## config.mk

```make
export PLATFORM = sky130hd
export DESIGN_NAME = bullet_pool
export DESIGN_NICKNAME = d
export VERILOG_FILES = /design/src/rtl/bullet_pkg.sv /design/src/rtl/bullet_slot.sv /design/src/rtl/bullet_pool.sv
export SDC_FILE = /design/constraint.sdc
export NUM_CORES = 1
export LEC_CHECK = 0
export BUFFER_PORTS_ARGS = -buffer_cell sky130_fd_sc_hd__buf_4
export CAP_MARGIN = 20
export CELL_PAD_IN_SITES_DETAIL_PLACEMENT = 1
export CELL_PAD_IN_SITES_GLOBAL_PLACEMENT = 2
export CORE_UTILIZATION = 35
export CTS_CLUSTER_DIAMETER = 120
export DETAILED_ROUTE_END_ITERATION = 10
export GPL_TIMING_DRIVEN = 1
export PLACE_DENSITY = 0.89
export SLEW_MARGIN = 40
export SYNTH_ARGS = -nofsm -noshare
export SYNTH_HDL_FRONTEND = slang
export SYNTH_HIERARCHICAL = 1
export SYNTH_SLANG_ARGS = --single-unit
```

## constraint.sdc

```tcl
create_clock -name clk_60hz -period 2.2 [get_ports clk_60hz]
set_input_delay 0.22 -clock clk_60hz [delete_from_list [all_inputs] [get_ports clk_60hz]]
set_output_delay 0.22 -clock clk_60hz [all_outputs]
set_load 0.01 [all_outputs]
```

## src/rtl/bullet_pkg.sv

```systemverilog
// Shared screen geometry, slot state and direction encodings for the bullet pool.
package bullet_pkg;

    localparam int SCREEN_H = 480;
    localparam int BULLET_W = 2;
    localparam int BULLET_H = 6;

    typedef enum logic {
        IDLE   = 1'b0,
        ACTIVE = 1'b1
    } slot_state_t;

    typedef enum logic {
        DOWN = 1'b0,
        UP   = 1'b1
    } dir_t;

endpackage

```

## src/rtl/bullet_slot.sv

```systemverilog
// One bullet slot: IDLE/ACTIVE state, per-frame vertical motion, hit kill and pixel hit-test.
module bullet_slot
    import bullet_pkg::*;
#(
    parameter int SPEED   = 4,
    parameter int SPAWN_Y = 440
) (
    input  logic       clk_60hz,
    input  logic       reset_n,
    input  logic       alloc,
    input  logic [9:0] alloc_x,
    input  dir_t       alloc_dir,
    input  logic       hit,
    input  logic [9:0] px,
    input  logic [9:0] py,
    output logic       in_use,
    output logic       pixel
);

    localparam logic [10:0] SPEED_EXT = 11'(SPEED);
    localparam logic [10:0] Y_LIMIT   = 11'(SCREEN_H - BULLET_H);
    localparam logic [10:0] W_EXT     = 11'(BULLET_W);
    localparam logic [10:0] H_EXT     = 11'(BULLET_H);
    localparam logic [9:0]  SPAWN_V   = 10'(SPAWN_Y);

    slot_state_t state;
    logic [9:0]  x;
    logic [9:0]  y;
    dir_t        dir;

    logic [10:0] y_ext;
    logic [10:0] y_up;
    logic [10:0] y_down;
    logic        off_top;
    logic        off_bottom;
    logic        leave;

    // Motion is evaluated at 11 bits so neither edge of the screen can wrap.
    assign y_ext      = {1'b0, y};
    assign y_up       = y_ext - SPEED_EXT;
    assign y_down     = y_ext + SPEED_EXT;
    assign off_top    = (y_ext < SPEED_EXT);
    assign off_bottom = (y_down > Y_LIMIT);
    assign leave      = (dir == UP) ? off_top : off_bottom;

    always_ff @(posedge clk_60hz or negedge reset_n) begin
        if (!reset_n) begin
            state <= IDLE;
            x     <= '0;
            y     <= '0;
            dir   <= DOWN;
        end else if (state == ACTIVE) begin
            if (hit || leave) begin
                state <= IDLE;
            end else if (dir == UP) begin
                y <= y_up[9:0];
            end else begin
                y <= y_down[9:0];
            end
        end else if (alloc) begin
            state <= ACTIVE;
            x     <= alloc_x;
            y     <= SPAWN_V;
            dir   <= alloc_dir;
        end
    end

    logic [10:0] px_ext;
    logic [10:0] py_ext;
    logic [10:0] x_ext;
    logic        in_x;
    logic        in_y;

    assign px_ext = {1'b0, px};
    assign py_ext = {1'b0, py};
    assign x_ext  = {1'b0, x};
    assign in_x   = (px_ext >= x_ext) && (px_ext < x_ext + W_EXT);
    assign in_y   = (py_ext >= y_ext) && (py_ext < y_ext + H_EXT);

    assign in_use = (state == ACTIVE);
    assign pixel  = in_use && in_x && in_y;

endmodule

```

## src/rtl/bullet_pool.sv

```systemverilog
// Bullet pool: fire edge detection, cooldown, lowest-free-slot allocation over NUM_BULLETS slots.
module bullet_pool
    import bullet_pkg::*;
#(
    parameter int NUM_BULLETS = 4,
    parameter int SPEED       = 4,
    parameter int COOLDOWN    = 8,
    parameter int SPAWN_Y     = 440
) (
    input  logic                   clk_60hz,
    input  logic                   reset_n,
    input  logic [9:0]             px,
    input  logic [9:0]             py,
    input  logic [9:0]             ship_x,
    input  logic                   shoot_up,
    input  logic                   shoot_down,
    input  logic [NUM_BULLETS-1:0] hit,
    output logic [NUM_BULLETS-1:0] pixel,
    output logic [NUM_BULLETS-1:0] in_use,
    output logic                   fire_ack,
    output logic                   fire_drop
);

    localparam int CD_W = (COOLDOWN < 2) ? 1 : $clog2(COOLDOWN);
    // Reload one short so the next accept can land exactly COOLDOWN frames after this one.
    localparam logic [CD_W-1:0] CD_RELOAD = CD_W'((COOLDOWN == 0) ? 0 : COOLDOWN - 1);

    function automatic logic [CD_W-1:0] sat_dec(input logic [CD_W-1:0] v);
        return (v == '0) ? v : v - 1'b1;
    endfunction

    logic            shoot_up_p1;
    logic            shoot_down_p1;
    logic            armed_p1;
    logic [CD_W-1:0] cooldown;

    logic up_edge;
    logic down_edge;
    logic fire_req;
    logic accept;
    dir_t fire_dir;

    // No edge is seen on the first frame after reset, so a level held through reset never fires.
    assign up_edge   = armed_p1 && shoot_up && !shoot_up_p1;
    assign down_edge = armed_p1 && shoot_down && !shoot_down_p1;
    assign fire_req  = up_edge || down_edge;
    assign fire_dir  = up_edge ? UP : DOWN;

    logic [NUM_BULLETS-1:0] alloc_vec;
    logic                   found;

    always_comb begin
        alloc_vec = '0;
        found     = 1'b0;
        for (int i = 0; i < NUM_BULLETS; i++) begin
            if (!in_use[i] && !found) begin
                alloc_vec[i] = 1'b1;
                found        = 1'b1;
            end
        end
    end

    assign accept = fire_req && (cooldown == '0) && found;

    always_ff @(posedge clk_60hz or negedge reset_n) begin
        if (!reset_n) begin
            shoot_up_p1   <= 1'b0;
            shoot_down_p1 <= 1'b0;
            armed_p1      <= 1'b0;
            cooldown      <= '0;
            fire_ack      <= 1'b0;
            fire_drop     <= 1'b0;
        end else begin
            shoot_up_p1   <= shoot_up;
            shoot_down_p1 <= shoot_down;
            armed_p1      <= 1'b1;
            cooldown      <= accept ? CD_RELOAD : sat_dec(cooldown);
            fire_ack      <= accept;
            fire_drop     <= fire_req && !accept;
        end
    end

    for (genvar g = 0; g < NUM_BULLETS; g++) begin : g_slot
        bullet_slot #(
            .SPEED   (SPEED),
            .SPAWN_Y (SPAWN_Y)
        ) u_slot (
            .clk_60hz  (clk_60hz),
            .reset_n   (reset_n),
            .alloc     (accept && alloc_vec[g]),
            .alloc_x   (ship_x),
            .alloc_dir (fire_dir),
            .hit       (hit[g]),
            .px        (px),
            .py        (py),
            .in_use    (in_use[g]),
            .pixel     (pixel[g])
        );
    end

endmodule

```

==> results by group <==
Status
  – Outcome: finished, violations left
  – Failing checks: setup timing

Synthesis
  – Yosys top cell area share: 0.239
  – Average size of a mapped cell: 8.49 um2
  – Synth area leaders: dfrtp_1 (24%), ha_1 (21%), xnor2_1 (5.3%), inv_1 (3.9%), nand2_1 (3.5%)
  – Async S/R FF share, synth: 1.00
  – YS warnings: 6
  – Synth Area in Simple Gates: 0.186
  – Synth Flop Type: dfrtp_1
  – Yosys top cell by area: dfrtp_1
  – Largest family of logic cells by synthesized area: adder cells
  – Post-synth EDFFs: 0
  – Post-synthesis instance total: 1085
  – Cell Area, Synth: 9210 um2
  – Seq cells post-synth: 88
  – Compound-gate portion of the synthesized area: 0.202
  – Post-synthesis sequential area ratio: 0.239
  – Xor and xnor fraction of the mapped netlist area: 0.0580
  – Synthesized net count: 1277
  – Adder-cell area share of the yosys netlist: 0.209
  – Number of distinct library cells after synthesis: 62
  – Post-synthesis mux area share: 0.0296

STA
  – Slew @ Worst Pin: 623 ps
  – Clock Skew: 10.3 ps
  – RSZ-0062 raised after global routing: yes
  – Final WS setup: -941 ps
  – Final Hold Fails: 0
  – Highest clock rate: 318 MHz
  – Pins Over Slew Limit: 0
  – Headroom to the max-slew limit: 0.583
  – # setup viols final: 40
  – Fin crit share: 1.43
  – Tmin final: 3140 ps

Drt
  – Post-DRT Antenna Nets: 0
  – 1st-pass router iterations: 5
  – Routed WL: 34.0 mm
  – Detailed-route DRC error count: 0
  – Via count: 9505
  – Drt via density: 5.72
  – DR iter-0 viols: 371
  – WL per Instance: 20.4 um

CTS
  – CTS root buffer: clkbuf_16
  – Reg clk slew, reported paths: 70 ps
  – Num CTS Buffers: 9
  – CTS tree: built
  – Htree depth: 3
  – CTS Buffer Depth: 2
  – CTS Sinks: 88
  – Clk_lat worst skew: 360 ps

Worst hold path
  – Hold depth: 3
  – Hold path endpoint: g_slot[0].u_slot/x[1]
  – Hold Path Class: in2reg
  – Hold Crit Start: ship_x[1]

Power and ir drop
  – Total Power Consumption: 9870 uW
  – VDD IR-drop max: 0.384 mV
  – PD cells: 778 nW/um2
  – Leakage power: 0.00582 uW

Die
  – Die area: 27000 um2
  – # IOs: 48
  – Initial Util: 0.361
  – Die Span X: 164 um
  – Site Rows: 58
  – Chip height: 164 um
  – Core Region: 25500 um2

Layout
  – Finished Core Util: 0.498
  – Final net count: 1519
  – Cell area after layout: 12700 um2
  – Area grow syn2layout: 37.8%
  – Commonest non-fill, non-tap cells in the layout: buf_4 (246), ha_1 (143), inv_1 (87)
  – Most common cell after layout, fill and taps aside: buf_4
  – Antenna Cells: 0
  – Share of post-route cells with drive strength above 1: 0.328
  – Fillers: 2926

Critical path
  – CP Cell Sequence: ha_2, and4_4, nand2_2, xnor2_1, ha_1, a2111oi_4, nand2_1, a31oi_1, o221ai_1, nor4b_2, buf_4, buf_6
  – Crit path kind: reg2out
  – Worst Reg2Reg Path Length in Cells: 11
  – Element type at the critical path end: output port
  – Reg2Reg Launch Point: g_slot[3].u_slot/y[6]
  – Worst Path Max Fanout: 2
  – CP Buf/Inv Count: 2
  – Required @ worst endpoint: 1980 ps
  – Largest stage delay on the critical path: 370 ps
  – Register-to-register setup slack: -480 ps
  – Worst Path Arrival: 2920 ps
  – Critical path's slowest cell: dfrtp_1
  – Reg-to-Reg End: g_slot[3].u_slot/y[9]
  – Top Family by Delay on Critical Path: compound AO/OA/AOI/OAI gates
  – Startpoint types: register

Job
  – Max Cap Viol: 0

Placement
  – GPL Wtd Cong: 0.852
  – Placed Area: 11400 um2
  – Dpl hpwl: 24.0 mm
  – Pre-CTS WS: -646 ps
  – PortBufs: 46

Global routing
  – Vias in the first global route: 10100
  – Largest net degree at the start of global routing: 38
  – Initial antenna violation count: 0
  – Total Routing Usage GR: 0.251
  – First-pass GRT wire length: 52.6 mm
  – Gr ovfl total: 0
-- synth_stat cells, drive strengths merged, types with 2 or more instances --
| cell | count |
|---|---|
| o41ai | 8 |
| nor4b | 4 |
| a211oi | 12 |
| o21a | 21 |
| buf | 32 |
| o311a | 4 |
| a31oi | 32 |
| o22ai | 10 |
| or2b | 4 |
| a21oi | 43 |
| mux2 | 10 |
| a2111oi | 7 |
| dfrtp | 88 |
| a211o | 3 |
| a22oi | 5 |
| or2 | 5 |
| xor2 | 5 |
| inv | 96 |
| o221ai | 8 |
| a311o | 4 |
| or4 | 14 |
| mux2i | 16 |
| o21bai | 8 |
| nor2 | 48 |
| ha | 154 |
| nand4b | 4 |
| or3 | 10 |
| and4 | 4 |
| o21ai | 63 |
| o211ai | 18 |
| and3 | 2 |
| a21o | 16 |
| nand3 | 57 |
| clkbuf | 28 |
| nand2 | 86 |
| xnor2 | 56 |
| o31ai | 4 |
| nand2b | 9 |
| nor2b | 8 |
| nand4 | 18 |
| o32ai | 7 |
| nor3 | 49 |
-- what timing repair did --
item	in CTS	in global routing
resized for setup	70	76
pin swaps	37	36
setup endpoints to repair	44	53
setup buffers	18	22
cloned	1	0
hold buffers	3	0
hold endpoints to repair	36	0
-- flip-flops by register name, indices dropped and copies added, names as in the netlist --
name	flops
armed_p1	1
g_slot.u_slot/x	40
g_slot.u_slot/in_use	4
g_slot.u_slot/dir	4
shoot_up_p1	1
cooldown	3
g_slot.u_slot/y	32
fire_drop	1
shoot_down_p1	1
fire_ack	1
-- worst max path at each step --
stage                               start       end  depth (start not counted)
global placement    g_slot[3].u_slot/y[2]  pixel[3]                         11
floorplan           g_slot[1].u_slot/y[2]  pixel[1]                         11
CTS                 g_slot[3].u_slot/y[2]  pixel[3]                         11
global route        g_slot[1].u_slot/y[2]  pixel[1]                         12
detailed placement  g_slot[3].u_slot/y[2]  pixel[3]                         11
finish              g_slot[1].u_slot/y[2]  pixel[1]                         12
-- metal layers --
layer / up-vias / wire (um) / track usage
li1: 4449 / - / -
met1: 4752 / 14500 / 0.304
met2: 217 / 17200 / 0.453
met3: 87 / 1190 / 0.0265
met4: 0 / 1120 / 0.0964
met5: - / 0 / 0
-- power by group --
part / internal (uW) / total, uW / switching, uW
clock network: 950 / 1690 / 743
logic: 2920 / 6020 / 3100
registers: 1920 / 2160 / 237
total: 5790 / 9870 / 4080
-- cell type report --
class	count	area, um2	area share
inverters	96	368	0.0290
well taps	330	413	0.0326
clock buffers	11	253	0.0199
multi-input cells	841	6970	0.550
flip-flops and latches	88	2210	0.174
clock inverters	5	62.6	0.00493
repair buffers	291	2410	0.190
-- cells by family after synthesis --
kind of cell | count (synthesis)
xor+xnor | 61
flops | 88
simple gates | 325
other cells | 1
compound gates | 274
buf+inv | 156
mux | 26
fa+ha+maj | 154
-- stage by stage --
| step | cells | setup TNS, ps | hold slack (ps) |
|---|---|---|---|
| 6_report | 1662 | -12700 | 119 |
| 5_1_grt | 1662 | -16260 | 119 |
| 4_1_cts | 1645 | -12420 | 111 |
| 3_5_place_dp | 1610 | -14890 | 261 |
| 3_3_place_gp | 1610 | -12270 | 257 |
| 2_1_floorplan | 1085 | -3440 | -75.6 |
-- worst register-to-register path, delay by kind of cell (launching register included) --
| family | cells | cell delay [ps] |
|---|---|---|
| AND/OR/NAND/NOR | 4 | 1150 |
| buffers and inverters | 5 | 790 |
| flip-flops | 1 | 370 |
| AO/OA/AOI/OAI | 2 | 280 |
Power figures use the tool's default switching activity.
